**src/rtl/serial_add_ctrl_pkg.sv**
```systemverilog
// serial_add_ctrl_pkg: shared state encodings and default width
package serial_add_ctrl_pkg;
  typedef enum logic [1:0] {S_IDLE = 2'd0, S_RUN = 2'd1, S_DONE = 2'd2} state_t;
  localparam int DEF_WIDTH = 8;
endpackage

```
**src/rtl/serial_add_ctrl_if.sv**
```systemverilog
// serial_add_ctrl_if: operand request and result handshake bundle
interface serial_add_ctrl_if import serial_add_ctrl_pkg::*; #(parameter int WIDTH = DEF_WIDTH);
  logic in_valid, in_ready, cin, sub, out_valid, out_ready, cout, ovf, busy;
  logic [WIDTH-1:0] a, b, sum;
  modport master (output in_valid, a, b, cin, sub, out_ready,
                  input in_ready, out_valid, sum, cout, ovf, busy);
  modport slave (input in_valid, a, b, cin, sub, out_ready,
                 output in_ready, out_valid, sum, cout, ovf, busy);
endinterface

```
**src/rtl/serial_add_ctrl_fa_lut_cell.sv**
```systemverilog
// fa_lut_cell: 1-bit full adder built from two 8-entry truth tables
module fa_lut_cell (
  input  logic a,
  input  logic b,
  input  logic cin,
  output logic sum,
  output logic cout
);
  localparam logic [7:0] SUM_LUT = 8'h96;
  localparam logic [7:0] COUT_LUT = 8'hE8;
  logic [2:0] idx;
  assign idx = {a, b, cin};
  assign sum = SUM_LUT[idx];
  assign cout = COUT_LUT[idx];
endmodule

```
**src/rtl/serial_add_ctrl.sv**
```systemverilog
// serial_add_ctrl: bit-serial add/subtract, one LSB-first bit per clock
module serial_add_ctrl import serial_add_ctrl_pkg::*; #(parameter int WIDTH = DEF_WIDTH) (
  input  logic clk,
  input  logic rst,
  serial_add_ctrl_if.slave bus
);
  localparam int CNT_W = $clog2(WIDTH) + 1;
  state_t state, nxt;
  logic [CNT_W-1:0] cnt;
  logic [WIDTH-1:0] ra, rb, rs;
  logic carry, rc, ro, cs, cc, last;
  fa_lut_cell u_fa (.a(ra[0]), .b(rb[0]), .cin(carry), .sum(cs), .cout(cc));
  assign last = cnt == CNT_W'(WIDTH - 1);
  assign bus.in_ready = state == S_IDLE;
  assign bus.out_valid = state == S_DONE;
  assign bus.busy = state == S_RUN || state == S_DONE;
  assign bus.sum = rs;
  assign bus.cout = rc;
  assign bus.ovf = ro;
  always_comb begin
    nxt = S_IDLE;
    nxt = state == S_IDLE ? (bus.in_valid ? S_RUN : S_IDLE) :
          state == S_RUN  ? (last ? S_DONE : S_RUN) :
          state == S_DONE ? (bus.out_ready ? S_IDLE : S_DONE) : S_IDLE;
  end
  always_ff @(posedge clk)
    state <= rst ? S_IDLE : nxt;
  always_ff @(posedge clk) begin
    if (rst) begin
      cnt <= '0;
      ra <= '0;
      rb <= '0;
      rs <= '0;
      carry <= 1'b0;
      rc <= 1'b0;
      ro <= 1'b0;
    end else if (state == S_IDLE && bus.in_valid) begin
      ra <= bus.a;
      rb <= bus.sub ? ~bus.b : bus.b;
      carry <= bus.sub | bus.cin;
      cnt <= '0;
    end else if (state == S_RUN) begin
      rs <= {cs, rs[WIDTH-1:1]};
      ra <= ra >> 1;
      rb <= rb >> 1;
      carry <= cc;
      cnt <= cnt + 1'b1;
      if (last) begin
        rc <= cc;
        ro <= carry ^ cc;
      end
    end
  end
endmodule

```
**src/flat_wrapper.sv**
```systemverilog
// flat-port wrapper written by rule: the top's interface ports become plain ports
module serial_add_ctrl_flat import serial_add_ctrl_pkg::*;
#(parameter int WIDTH = DEF_WIDTH)
  (clk, rst, bus_in_valid, bus_a, bus_b, bus_cin, bus_sub, bus_out_ready, bus_in_ready, bus_out_valid, bus_sum, bus_cout, bus_ovf, bus_busy);
  serial_add_ctrl_if #(.WIDTH(WIDTH)) bus_i ();
  input  logic clk;
  input  logic rst;
  input wire logic [$bits(bus_i.in_valid)-1:0] bus_in_valid;
  input wire logic [$bits(bus_i.a)-1:0] bus_a;
  input wire logic [$bits(bus_i.b)-1:0] bus_b;
  input wire logic [$bits(bus_i.cin)-1:0] bus_cin;
  input wire logic [$bits(bus_i.sub)-1:0] bus_sub;
  input wire logic [$bits(bus_i.out_ready)-1:0] bus_out_ready;
  output wire logic [$bits(bus_i.in_ready)-1:0] bus_in_ready;
  output wire logic [$bits(bus_i.out_valid)-1:0] bus_out_valid;
  output wire logic [$bits(bus_i.sum)-1:0] bus_sum;
  output wire logic [$bits(bus_i.cout)-1:0] bus_cout;
  output wire logic [$bits(bus_i.ovf)-1:0] bus_ovf;
  output wire logic [$bits(bus_i.busy)-1:0] bus_busy;
  assign bus_i.in_valid = bus_in_valid;
  assign bus_i.a = bus_a;
  assign bus_i.b = bus_b;
  assign bus_i.cin = bus_cin;
  assign bus_i.sub = bus_sub;
  assign bus_i.out_ready = bus_out_ready;
  assign bus_in_ready = bus_i.in_ready;
  assign bus_out_valid = bus_i.out_valid;
  assign bus_sum = bus_i.sum;
  assign bus_cout = bus_i.cout;
  assign bus_ovf = bus_i.ovf;
  assign bus_busy = bus_i.busy;
  serial_add_ctrl #(.WIDTH(WIDTH)) u_core (.clk(clk), .rst(rst), .bus(bus_i));
endmodule
```
**config.mk**
```make
export PLATFORM = sky130hd
export DESIGN_NAME = serial_add_ctrl_flat
export DESIGN_NICKNAME = d
export VERILOG_FILES = /design/src/rtl/serial_add_ctrl_pkg.sv /design/src/rtl/serial_add_ctrl_if.sv /design/src/rtl/serial_add_ctrl_fa_lut_cell.sv /design/src/rtl/serial_add_ctrl.sv /design/src/flat_wrapper.sv
export SDC_FILE = /design/constraint.sdc
export NUM_CORES = 1
export LEC_CHECK = 0
export CELL_PAD_IN_SITES_DETAIL_PLACEMENT = 1
export CELL_PAD_IN_SITES_GLOBAL_PLACEMENT = 1
export CORE_MARGIN = 2
export CORE_UTILIZATION = 40
export DETAILED_ROUTE_END_ITERATION = 12
export PLACE_DENSITY = 0.92
export SLEW_MARGIN = 5
export SYNTH_ARGS = -nofsm -noshare
export SYNTH_HDL_FRONTEND = slang
export SYNTH_HIERARCHICAL = 1
export SYNTH_SLANG_ARGS = --single-unit
```
**constraint.sdc**
```tcl
create_clock -name clk -period 2.1 [get_ports clk]
set_input_delay 0.42 -clock clk [delete_from_list [all_inputs] [get_ports clk]]
set_output_delay 0.42 -clock clk [all_outputs]
set_load 0.02 [all_outputs]
```
==> metrics.txt, run 1 <==
Placer Congestion 0.725; Yosys cell types 24; clk_skew 0.00597 ns; largest net degree at the start of global routing 34; share of the synthesized area in the top cell type 42.7%; Worst R2R Path Depth 5; remaining antenna violation count 0; Metal-1 WL 1550 um; worst min-delay path category reg2reg; setup TNS 0 ns; Clock Sinks 33; input/output buffers 34; crit-path max FO 2; Overflow after GRT 0; Via density 5.23; ys flop type dfxtp_1; Synth-to-Final Area Change 31.8%; Wirelength per Cell about 16 um; chip height 66.2 um; CTS buffer count 5; Synth Warn # 6; status complete, no violations; static leakage power around 0.8 nW; DP Cell Count ~240; Rows 22; Worst-Skew Late Latency 0.29 ns; Antenna Cells 0; global-route wire length before repair 6200 um; post-synthesis sequential area ratio a little over two fifths; Top Ports 35; Seq pwr share 45.1%; Synth Instances 160; DRT iter0 DRCs 34; CTS Buffer Depth 2; CP peak stage delay 0.59 ns; Sw Pwr 0.000360 W; Critical-path top delay cell clkdlybuf4s50_1; Post-CTS Repair Setup Buffers 0; Post-CTS Resized 0; Top Metal Used met4; async set or reset register ratio after synthesis 0%; max-slew violations 0; Mapped Area between 1500 and 2000 um2; Met2 Routed Length 2090 um; met3 WL post-DR around 130 um; final non-filler cell total 243; EDFF count, synth 0; Max VDD drop 0.000326 V; switching share of power roughly a quarter; Worst EP arrival 1.56 ns; fin crit share 94.2%; Detailed Routing Iterations Pass 1 4; pwr/cell area 745 nW/um2; vias post-DR ~1.3k; initial cell density of the core between 40% and 50%; Pint 0.00116 W; f_max 506 MHz; Tmin final just under 2 ns; WP data required 1.68 ns; Critical Path End Type output pin; gr usage total 19.0%; Final Hold Viols 0; Max-Slew Margin vs Limit 71.2%; most frequent cell after synthesis dfxtp_1; Max-cap violations 0; H-tree depth 2; CTS tree yes; top post-synthesis cells by count dfxtp_1, mux2i_1, nor2_1; Final setup viols 0; DP Wirelength 2700 um; die area 4380 um2; CP cell instances inv_1, ha_1, clkdlybuf4s50_1; core area 3690 um2; slew at the pin closest to its max-slew limit 0.431 ns; syn nets 188; largest area contributor in the netlist dfxtp_1; initial antenna violation count 0; number of nets in the layout 222; crit start category flop; synthesized flop and latch total 33; final wirelength 3790 um; clock power share 40.1%; Die W approximately 66 um; clk slew on worst S/H paths 0.07 ns; Post-route DRC 0; synth top area cells dfxtp_1, mux2i_1, a211oi_1; proportion of layout cells with a drive suffix above 1 a little over 7%; Syn Area/Cell 9.67 um2; RSZ-0062 raised after global routing false; CTS Root Cell clkbuf_8; Hold Buf Count CTS 0; vias in the first global route 1,336; Comb power frac 14.9%; critical path class reg2out; Hold Path Stages 2
-- through the flow --
| step | utilization, % | hold slack [ns] | area [um2] | setup slack, ns | power [W] |
|---|---|---|---|---|---|
| after floorplan | - | 0.456 | 1550 | 0.592 | 0.000836 |
| after global placement | 52.1 | 0.466 | 1920 | 0.397 | 0.000903 |
| after detailed placement | 52.1 | 0.486 | 1920 | 0.319 | 0.000922 |
| after CTS | 55.3 | 0.496 | 2040 | 0.104 | 0.00153 |
| after global routing | 55.3 | 0.526 | 2040 | 0.0359 | 0.00159 |
| final | 55.3 | 0.503 | 2040 | 0.122 | 0.00152 |
-- flip-flops by register name, summed over array words and instances, names as in the netlist --
register	count
u_core/carry	1
u_core/state	2
u_core/bus.cout	1
u_core/rb	8
u_core/bus.sum	8
u_core/bus.ovf	1
u_core/cnt	4
u_core/ra	8
-- layout by cell type (no fill, tap or decap) --
master	netlist	routed
clkdlybuf4s50_1	0	34
dfxtp_1	33	33
mux2i_1	24	24
nor2_1	23	23
a211oi_1	16	16
xor2_1	11	11
clkbuf_8	0	6
ha_1	6	6
buf_4	2	6
inv_1	5	5
nor3_1	5	5
a21oi_1	5	5
nand2_1	4	4
nand3b_1	4	4
o21ai_0	2	2
xnor2_1	2	2
clkbuf_1	5	1
bufinv_16	0	1
and2_1	1	1
nand4_1	1	1
nand4b_2	1	1
nor2b_1	1	1
o41ai_1	1	1
or3_1	1	1
or3b_1	1	1
-- path summary, 6_finish.rpt --
| kind | endpoint | start | slack [ns] |
|---|---|---|---|
| max reg2reg | u_core/bus.ovf | u_core/state[0] | 0.54 |
| min | u_core/ra[7] | u_core/ra[7] | 0.50 |
| min reg2reg | u_core/ra[7] | u_core/ra[7] | 0.50 |
| max | bus_busy | u_core/state[1] | 0.12 |
-- cell families (layout without fill, tap and decap cells) --
family | after synthesis | count (layout) | share of synthesized area, %
AO/OA/AOI/OAI | 24 | 24 | 10.6
flip-flops | 33 | 33 | 42.7
multiplexers | 24 | 24 | 15.5
AND/OR/NAND/NOR | 42 | 42 | 13.3
buffers and inverters | 18 | 53 | 5.74
XOR/XNOR | 13 | 13 | 7.36
adder cells (fa/ha/maj) | 6 | 6 | 4.85
-- cell type report --
type / instances / area [um2]
tap: 48 / 60.1
clock inverter: 1 / 30.0
inverter: 5 / 18.8
timing repair buffer: 40 / 385
sequential: 33 / 661
clock buffer: 7 / 86.3
fill: 420 / 1650
multi-input combinational: 109 / 798
-- layer usage --
metal | up-vias | global-route usage, %
li1 | 618 | -
met1 | 621 | 20.2
met2 | 30 | 35.6
met3 | 3 | 4.60
met4 | 0 | 6.89
met5 | - | 0
-- power by group through the flow --
stage	combinational, W	clock, W	sequential (W)
2_1_floorplan	0.000143	0	0.000693
3_3_place_gp	0.000209	0	0.000694
3_5_place_dp	0.000223	0	0.000699
4_1_cts	0.000228	0.000620	0.000685
5_1_grt	0.000249	0.000652	0.000688
6_report	0.000226	0.000609	0.000685
-- worst max-delay path: cells and delay by family (launching register included) --
family,cells,cell delay [ns]
flip-flops,1,0.34
buffers and inverters,2,0.65
adder cells (fa/ha/maj),1,0.27
(Power assumes the default switching activity.)
==> inputs of run 2 (changes only) <==
- CORE_ASPECT_RATIO: default -> 0.75
==> metrics.txt, run 2 (synthesized netlist as in run 1, its figures left out) <==
status complete, no violations; Max-Slew Margin vs Limit a little over three fifths; number of nets in the layout about 220; CTS Root Cell clkbuf_8; Via density 5.05; CP cell instances inv_1, ha_1, clkdlybuf4s50_1; hold path start u_core/ra[7]; DRT iter0 DRCs 75; crit start category flop; worst hold margin 0.489 ns; most common cell after layout, fill and taps aside clkdlybuf4s50_1; global-route wire length before repair 6610 um; Critical-path top delay cell clkdlybuf4s50_1; largest net degree at the start of global routing 34; flop2flop setup slack 0.45 ns; Post-route DRC 0; input/output buffers 34; Overflow after GRT 0; crit-path max FO 2; Sw Pwr 0.000382 W; CP peak stage delay 0.60 ns; chip height 57.9 um; most frequent cells in the layout clkdlybuf4s50_1, dfxtp_1, mux2i_1; Rows 19; gr usage total 20.6%; critical path class reg2out; Hold Buf Count CTS 0; Placement Setup Slack 0.218 ns; setup ws final 0.104 ns; clk_skew 0.00766 ns; clk slew on worst S/H paths 0.07 ns; pwr/cell area 761 nW/um2; die area 4390 um2; WP data required 1.68 ns; Power Total 0.00154 W; Final Hold Viols 0; worst min-delay path category reg2reg; static leakage power 0.762 nW; Seq pwr share 44.5%; Max VDD drop 0.000607 V; setup TNS 0 ns; CTS tree yes; Post-CTS Repair Setup Buffers 0; final core occ 54.9%; Die W 75.8 um; CTS Buffer Depth 2; Worst Hold Endpoint u_core/ra[7]; Synth-to-Final Area Change 30.6%; CP top delay family buffers and inverters; Hold Path Stages 2; fin crit share 95.0%; H-tree depth 2; final wirelength 4020 um; core area 3680 um2; Placer Congestion 0.724; switching share of power 24.8%; max-slew violations 0; Antenna Cells 0; initial cell density of the core roughly 42%; Comb power frac 14.6%; CTS buffer count 5; Worst R2R Path Depth 5; Clock Sinks 33; Worst R2R End u_core/rb[2]; Tmin final 2.00 ns; Post-CTS Resized 0; Worst-Skew Late Latency 0.30 ns; clock power share 40.8%; RR Startpoint u_core/state[1]; Final setup viols 0; Worst EP arrival around 1.6 ns; Critical Path End Type output pin; initial antenna violation count 0; Max-cap violations 0; RSZ-0062 raised after global routing false; f_max approximately 500 MHz; DP Wirelength 2700 um; remaining antenna violation count 0; Pint approximately 0.0012 W; number of cells on the critical path 3; vias post-DR 1,232; Detailed Routing Iterations Pass 1 4; Top Ports 35; CP Buf/Inv Count 2; slew at the pin closest to its max-slew limit 0.551 ns; proportion of layout cells with a drive suffix above 1 5.73%; Wirelength per Cell 16.5 um; vias in the first global route 1,329
[run 2: worst max path at each step]
stage	startpoint	endpoint	slack [ns]
2_1_floorplan	u_core/state[0]	u_core/bus.ovf	0.59
3_3_place_gp	bus_sub	u_core/rb[4]	0.39
3_5_place_dp	bus_sub	u_core/rb[6]	0.22
4_1_cts	u_core/state[1]	bus_busy	0.08
5_1_grt	u_core/state[0]	bus_in_ready	0.05
6_report	u_core/state[1]	bus_busy	0.10
[run 2: layout make-up]
cell class / instances / area [um2]
Multi-Input combinational cell: 109 / 798
Timing Repair Buffer: 37 / 363
Tap cell: 52 / 65.1
Clock buffer: 7 / 86.3
Fill cell: 405 / 1660
Clock inverter: 1 / 30.0
Sequential cell: 33 / 661
Inverter: 5 / 18.8
[run 2: through the flow]
stage / cell area, um2 / cells
global placement: 1910 / 236
CTS: 2020 / 244
global route: 2020 / 244
floorplan: 1550 / 160
finish: 2020 / 244
detailed placement: 1910 / 236
[run 2: worst register-to-register path, cell delays in order (launching register included)]
cell and delay, ns:
dfxtp_1 0.32, inv_1 0.07, ha_1 0.22, buf_4 0.44, mux2i_1 0.18, a211oi_1 0.31
[run 2: routing by layer]
layer	vias up	global-route usage, %	routed length, um
met4	0	10.0	110
met3	11	5.39	148
li1	615	-	-
met5	-	0	0
met1	580	23.8	1700
met2	26	35.1	2060
[run 2: power by group through the flow]
stage | clock [W] | combinational, W | sequential (W)
6_report | 0.000628 | 0.000225 | 0.000685
5_1_grt | 0.000674 | 0.000245 | 0.000688
4_1_cts | 0.000645 | 0.000227 | 0.000685
3_5_place_dp | 0 | 0.000221 | 0.000698
3_3_place_gp | 0 | 0.000206 | 0.000695
2_1_floorplan | 0 | 0.000143 | 0.000693
